## src/rtl/edge_pkg.sv

```systemverilog
`default_nettype none
// ---------------------------------------------------------------------------
// edge_pkg : mode encodings and sizing helpers shared by the edge detector
// Revision : 1.0
// ---------------------------------------------------------------------------
package edge_pkg;

  typedef enum logic [1:0] {
    MODE_NONE = 2'b00,
    MODE_RISE = 2'b01,
    MODE_FALL = 2'b10,
    MODE_BOTH = 2'b11
  } mode_e;

  // A debounce length of zero behaves like one: accept on the first differing cycle.
  function automatic int eff_debounce(input int cycles);
    return (cycles < 1) ? 1 : cycles;
  endfunction

  function automatic int cnt_width(input int cycles);
    return ($clog2(eff_debounce(cycles) + 1) < 1) ? 1 : $clog2(eff_debounce(cycles) + 1);
  endfunction

endpackage
`default_nettype wire

```

## src/rtl/edge_channel.sv

```systemverilog
`default_nettype none
// ---------------------------------------------------------------------------
// edge_channel : one input channel - synchroniser, debounce, edge pulses, flag
// Revision     : 1.0
// ---------------------------------------------------------------------------
module edge_channel
  import edge_pkg::*;
#(
  parameter int SYNC_STAGES     = 2,
  parameter int DEBOUNCE_CYCLES = 4
) (
  input  logic       clk,
  input  logic       rst_n,
  input  logic       signal,
  input  logic [1:0] mode,
  input  logic       clr,
  output logic       level,
  output logic       rise,
  output logic       fall,
  output logic       evt,
  output logic       flag
);

  localparam int SS     = (SYNC_STAGES < 2) ? 2 : SYNC_STAGES;
  localparam int DB_EFF = eff_debounce(DEBOUNCE_CYCLES);
  localparam int CNT_W  = cnt_width(DEBOUNCE_CYCLES);
  localparam logic [CNT_W-1:0] CNT_MAX = CNT_W'(DB_EFF - 1);

  logic [SS-1:0]    sync_q;
  logic [CNT_W-1:0] cnt_q;
  logic             level_q;
  logic             rise_q;
  logic             fall_q;
  logic             flag_q;
  logic             synced;
  logic             differs;
  logic             toggle;
  logic             evt_c;

  assign synced  = sync_q[SS-1];
  assign differs = (synced != level_q);
  assign toggle  = differs && (cnt_q == CNT_MAX);

  always_ff @(posedge clk or negedge rst_n) begin
    if (!rst_n) begin
      sync_q <= '0;
    end else begin
      sync_q <= {sync_q[SS-2:0], signal};
    end
  end

  // Counter runs only while the synchronised input disagrees with the filtered level.
  always_ff @(posedge clk or negedge rst_n) begin
    if (!rst_n) begin
      cnt_q   <= '0;
      level_q <= 1'b0;
      rise_q  <= 1'b0;
      fall_q  <= 1'b0;
    end else begin
      rise_q <= toggle && !level_q;
      fall_q <= toggle && level_q;
      if (!differs || toggle) begin
        cnt_q <= '0;
      end else begin
        cnt_q <= cnt_q + 1'b1;
      end
      if (toggle) begin
        level_q <= ~level_q;
      end
    end
  end

  always_comb begin
    evt_c = 1'b0;
    unique case (mode_e'(mode))
      MODE_NONE: evt_c = 1'b0;
      MODE_RISE: evt_c = rise_q;
      MODE_FALL: evt_c = fall_q;
      MODE_BOTH: evt_c = rise_q | fall_q;
      default:   evt_c = 1'b0;
    endcase
  end

  // A new event outranks a clear arriving on the same edge.
  always_ff @(posedge clk or negedge rst_n) begin
    if (!rst_n) begin
      flag_q <= 1'b0;
    end else if (evt_c) begin
      flag_q <= 1'b1;
    end else if (clr) begin
      flag_q <= 1'b0;
    end
  end

  assign level = level_q;
  assign rise  = rise_q;
  assign fall  = fall_q;
  assign evt   = evt_c;
  assign flag  = flag_q;

endmodule
`default_nettype wire

```

## src/rtl/edge_detector_array.sv

```systemverilog
`default_nettype none
// ---------------------------------------------------------------------------
// edge_detector_array : CHANNELS independent debounced edge detectors + IRQ
// Revision            : 1.0
// ---------------------------------------------------------------------------
module edge_detector_array
  import edge_pkg::*;
#(
  parameter int CHANNELS        = 8,
  parameter int SYNC_STAGES     = 2,
  parameter int DEBOUNCE_CYCLES = 4
) (
  input  logic                  clk,
  input  logic                  rst_n,
  input  logic [CHANNELS-1:0]   signal_i,
  input  logic [2*CHANNELS-1:0] mode_i,
  input  logic [CHANNELS-1:0]   clr_i,
  output logic [CHANNELS-1:0]   level_o,
  output logic [CHANNELS-1:0]   rise_o,
  output logic [CHANNELS-1:0]   fall_o,
  output logic [CHANNELS-1:0]   event_o,
  output logic [CHANNELS-1:0]   flag_o,
  output logic                  irq_o
);

  for (genvar c = 0; c < CHANNELS; c++) begin : g_channel
    edge_channel #(
      .SYNC_STAGES     (SYNC_STAGES),
      .DEBOUNCE_CYCLES (DEBOUNCE_CYCLES)
    ) u_channel (
      .clk    (clk),
      .rst_n  (rst_n),
      .signal (signal_i[c]),
      .mode   (mode_i[2*c +: 2]),
      .clr    (clr_i[c]),
      .level  (level_o[c]),
      .rise   (rise_o[c]),
      .fall   (fall_o[c]),
      .evt    (event_o[c]),
      .flag   (flag_o[c])
    );
  end

  assign irq_o = |flag_o;

endmodule
`default_nettype wire

```

## config.mk

```make
export PLATFORM = sky130hd
export DESIGN_NAME = edge_detector_array
export DESIGN_NICKNAME = d
export VERILOG_FILES = /design/src/rtl/edge_pkg.sv /design/src/rtl/edge_channel.sv /design/src/rtl/edge_detector_array.sv
export SDC_FILE = /design/constraint.sdc
export NUM_CORES = 1
export LEC_CHECK = 0
export ABC_CLOCK_PERIOD_IN_PS = 2900
export BUFFER_PORTS_ARGS = -buffer_cell sky130_fd_sc_hd__buf_4
export CAP_MARGIN = 20
export CORE_MARGIN = 4
export CORE_UTILIZATION = 50
export CTS_CLUSTER_SIZE = 30
export DETAILED_ROUTE_END_ITERATION = 16
export HOLD_SLACK_MARGIN = 0.08
export PLACE_DENSITY_LB_ADDON = 0.2
export SLEW_MARGIN = 0
export SYNTH_ARGS = -nofsm -noshare
export SYNTH_HDL_FRONTEND = slang
export SYNTH_SLANG_ARGS = --single-unit
```

## constraint.sdc

```tcl
create_clock -name clk -period 2.9 [get_ports clk]
set_clock_uncertainty 0.05 [all_clocks]
set_input_delay 0.145 -clock clk [delete_from_list [all_inputs] [get_ports clk]]
set_output_delay 0.145 -clock clk [all_outputs]
set_load 0.01 [all_outputs]
```

Yosys cells after proc, flatten, opt, wreduce, memory -nomap -nowiden
Cells that the tools add are included.
W data, S select, Z words.
- memory bits (read-only): 0
- memory bits (writable): 0
- memories kept: 0
- bits in registers: 72
- latch bits: 0
- logic and storage cells: 209
- magnitude comparators: 0
- shift operators: 0
- add/sub/neg operators: 8
- equal/unequal tests: 40
- reductions and logical operators: 65
- divide/modulo/power cells: 0
- multipliers: 0
- multiplexer cells: 32
- bitwise gates (word level): 16
- operator list (cell ; count):
    $eq A2 B2 Y1 const B ; 16
    $pmux W1 S4 ; 8
    $add A3 B1 Y3 const B ; 8
    $eq A3 B2 Y1 const B ; 8
    $logic_and A1 B1 Y1 ; 24
    $mux W3 ; 8
    $eq A2 B1 Y1 const B ; 8
    $logic_not A1 Y1 ; 16
    $logic_not A2 Y1 ; 8
    $mux W1 ; 16
    $reduce_bool A2 Y1 ; 8
    $logic_or A1 B1 Y1 ; 8
    $ne A1 B1 Y1 ; 8
    $not A1 Y1 ; 8
    $or A1 B1 Y1 ; 8
    $reduce_or A8 Y1 ; 1

Logic depth before layout (Yosys ltp)
- depth in word-level cells: 4
- mapped depth: 4
- depth with buffers taken out: 4

Cells and area by module
From an unflattened synthesis, not the netlist that was laid out.
- cells, all modules: 179
- area total of the unflattened synthesis: 2688.8 µm²
- by module, submodules not included (module ; times used ; sequential area each (µm²) ; cells an instance ; area an instance (µm²)):
    edge_channel ; 8 ; 225.2 ; 22 ; 334.1
    edge_detector_array ; 1 ; 0.0 ; 3 ; 16.3

Worst setup path after synthesis
No wires, ideal clock.
- kind: register to register
- start: register g_channel[4].u_channel.cnt_q[0]
- end: register g_channel[4].u_channel.level_q
- data arrival time: 1105 ps
- stages on the path, launching flop included: 4
- period minus slack after synthesis: 1283 ps
- path slack: 1617 ps
- library setup time: 128 ps
- buffers on the path: 0
- path through: dfrtp_1 -> ha_1 -> ha_1 -> mux2_1
- longest elaborated chain between the ends: 2
- ends and longest elaborated chain (what ; line ; source):
    from (decl) ; edge_channel.sv:30 ; logic [CNT_W-1:0] cnt_q;
    from (signal assigned) ; edge_channel.sv:65 ; cnt_q <= cnt_q + 1'b1;
    $eq A3 B2 Y1 ; edge_channel.sv:42 ; assign toggle = differs && (cnt_q == CNT_MAX);
    $logic_and A1 B1 Y1 ; edge_channel.sv:42 ;
    to (signal assigned) ; edge_channel.sv:68 ; level_q <= ~level_q;
    to (decl) ; edge_channel.sv:31 ; logic level_q;
Every way passes these cells.
A chain may end at the register's enable or synchronous reset.

Worst setup path after layout
- start: register g_channel[0].u_channel.flag_q
- end: output port irq_o
- longest elaborated chain between the ends: 1
- ends and longest elaborated chain (what ; line ; source):
    from (decl) ; edge_channel.sv:34 ; logic flag_q;
    from (signal assigned) ; edge_channel.sv:87 ; flag_q <= 1'b0;
    from (signal assigned) ; edge_channel.sv:89 ; flag_q <= 1'b1;
    from (signal assigned) ; edge_channel.sv:91 ; flag_q <= 1'b0;
    $reduce_or A8 Y1 ; edge_detector_array.sv:44 ; assign irq_o = |flag_o;
    to (decl) ; edge_detector_array.sv:23 ; output logic irq_o
Every way passes these cells.

==> summary.md <==
| Metric | Value |
|---|---|
| Slew headroom | approximately two fifths |
| Critical Path AT | approximately 1.2 ns |
| Post-Syn Nets | 283 |
| Die span in x | around 85 um |
| Hold Path Cell Cnt | 3 |
| Crit share post-route | around half |
| Initial core utilization | 52.7% |
| Max_cap viols | 0 |
| Hold_ws | 0.101 ns |
| Latest clock arrival within the worst-skew pair | 0.33 ns |
| First-pass detailed-route iteration total | 4 |
| Worst Hold End | g_channel[0].u_channel.flag$_DFFE_PN0P_ |
| Largest net degree at the start of global routing | 73 |
| P&R area growth vs syn | 24.2% |
| Detailed-route DRC error count | 0 |
| Status | completed |
| # rows | 27 |
| Non-filler cells, final | 372 |
| # setup viols final | 0 |
| Vias | around 1700 |
| Routed wire per std cell | between 10 and 15 um |
| First-pass GRT wire length | about 8.4 mm |
| Die area | 7200 um2 |
| Required time of the worst setup path | roughly 2.7 ns |
| H-tree levels | 3 |
| Final nets | about 350 |
| PnR Total Power | between 2 and 3 mW |
| Max stage delay on crit path | around 0.41 ns |
| Synth top area share | slightly above 60% |
| Synth area leaders | dfrtp_1, buf_4, ha_1 |
| Flops & latches, synth | 72 |
| Routed WL | between 4 and 5 mm |
| Cell taking the most area after synthesis | dfrtp_1 |
| TritonCTS clock tree | done |
| Post-route ant nets | 0 |
| Critical path fanouts, max | 3 |
| Clk buf depth | 2 |
| CORE AREA | about 5600 um2 |
| Vias in the first global route | around 1800 |
| Tot GR Track Use | between 15 and 20% |
| Gpl congestion | around 0.74 |
| Initial DRC count | 57 |
| Origin of the critical flop-to-flop path | g_channel[4].u_channel.cnt_q[0]$_DFF_PN0_ |
| Final setup TNS | 0 ns |
| Final Hold Fails | 0 |
| Via/cell ratio | roughly 4.7 |
| Antenna diode count | 0 |
| Avg Cell Area, Syn | around 13 um2 |
| Die Y-Extent | between 80 and 90 um |
| GR Overflow Total | 0 |
| YS warnings | 0 |
| Placed insts | between 300 and 400 |
| Reg2reg setup slack | around 1.5 ns |
| Synth Cell Area | 2950 um2 |
| Max VDD drop | roughly 0.47 mV |
| Final worst slack | 1.46 ns |
| Setup slack at placement | 1.55 ns |
| Power Density | between 700 and 800 nW/um2 |
| Seq/Total Area, Yosys | around three fifths |
| Ratio of cells with drive above 1 in the final layout | ~32% |
| F_max | approximately 0.70 GHz |
| Crit. End Element | output port |
| Critical R2R Capture | g_channel[4].u_channel.level$_DFFE_PN0P_ |
| Cell family with most CP delay | flip-flops |
| Final-report max-slew violation count | 0 |
| Post-DP HPWL | 3.47 mm |
| Worst path buffer plus inverter count | 1 |
| Synth Instances | about 230 |
| Top-level I/O count | between 70 and 80 |
| Slew of the pin with the lowest slew margin | just under 0.9 ns |
| Slowest library cell on the worst path | dfrtp_1 |
| Synth cell types | 16 |
| Path category of the worst min-delay check | in -> reg |
| CTS sink cnt | between 70 and 80 |
| R2R cell count | 3 |
| Clock transition time at the flip-flop clock pins of the worst setup and hold paths | 0.07 ns |
| RSZ-0062 raised after global routing | no |
| Min Clock Period, post-route | between 1 and 1.5 ns |
| Hold_sp | mode_i[0] |
| Antenna violations before repair | 0 |
| Static leakage | 1.94 nW |
| TritonCTS Buffers | 9 |
| CP Cell Sequence | nor4_1 > nand2_1 > buf_4 |
| Setup CP Type | reg -> out |
| Clk root buf | clkbuf_8 |
| Crit start category | flip-flop |
| Port bufs | 74 |
==> worst reg2reg max path, cell delays in order (launching register included) <==
cell	delay, ns
dfrtp_1	0.39
ha_1	0.21
ha_1	0.28
mux2_1	0.33
==> layout make-up <==
type	count	area [um2]
sequential	72	1800
fill	441	1940
clock inverter	3	40.0
multi-input combinational	98	766
clock buffer	13	159
inverter	23	86.3
timing repair buffer	91	726
tap	72	90.1
==> routing by layer <==
layer / routed length [um] / up-vias / GRT usage, %
met3: 328 / 11 / 4.47
li1: - / 857 / -
met1: 2070 / 823 / 17.8
met4: 112 / 0 / 7.77
met5: 0 / - / 0
met2: 2350 / 51 / 24.8
==> kinds of logic after synthesis <==
family,after synthesis,synth area share (%)
simple gates,50,10.8
flops,72,61.0
xor+xnor,8,2.37
fa+ha+maj,16,6.78
buf+inv,63,13.1
mux,1,0.381
compound gates,23,5.59
==> synthesized netlist by cell type <==
cell,number
nor3b_2,8
nor4_1,2
a22o_1,8
inv_1,23
a21o_1,8
nand2_1,8
xnor2_1,8
dfrtp_1,72
nor2_1,7
mux2_1,1
ha_1,16
nor3b_1,7
nor3_1,16
buf_4,40
o21ai_1,7
and3b_1,2
==> sequential cells by signal, indices dropped and copies added (netlist names) <==
register                    cells
g_channel.u_channel.cnt_q      24
g_channel.u_channel.fall        8
g_channel.u_channel.flag        8
g_channel.u_channel.level       8
g_channel.u_channel.rise        8
g_channel.u_channel.sync_q     16
==> metrics by stage <==
stage / utilization [%] / area [um2]
after floorplan: - / 2950
after detailed placement: 58.8 / 3300
after CTS: 65.4 / 3670
after global placement: 58.8 / 3300
after global routing: 65.4 / 3670
final: 65.4 / 3670
==> layout by cell type (no fill, tap or decap), drive strengths merged, types with 7 or more instances in the layout <==
master	instances
clkbuf	13
a22o	8
ha	16
buf	74
dfrtp	72
xnor2	8
nand2	8
a21o	8
inv	23
dlygate4sd3	17
nor3b	15
o21ai	7
nor2	7
nor3	16
==> how the worst max path moves through the flow <==
stage,start,to,depth (start not counted)
final,g_channel[0].u_channel.flag$_DFFE_PN0P_,irq_o,3
after detailed placement,g_channel[4].u_channel.cnt_q[0]$_DFF_PN0_,g_channel[4].u_channel.level$_DFFE_PN0P_,3
after floorplan,g_channel[4].u_channel.cnt_q[0]$_DFF_PN0_,g_channel[4].u_channel.level$_DFFE_PN0P_,3
after global routing,g_channel[1].u_channel.flag$_DFFE_PN0P_,irq_o,3
after CTS,g_channel[0].u_channel.flag$_DFFE_PN0P_,irq_o,3
after global placement,g_channel[4].u_channel.cnt_q[0]$_DFF_PN0_,g_channel[4].u_channel.level$_DFFE_PN0P_,3
==> power breakdown <==
part	switching (mW)	leakage, nW	internal [mW]
logic	0.332	0.899	0.388
registers	0.130	0.937	1.21
clock network	0.333	0.103	0.442
total	0.796	1.94	2.04
==> what timing repair did <==
action                                 4_1_cts  5_1_grt
hold buffers                                17        0
buffers inserted                             0        0
endpoints found under the hold margin       88        0
setup endpoints to repair                    0        0
gates resized for setup                      0        0
Power figures use the tool's default switching activity.
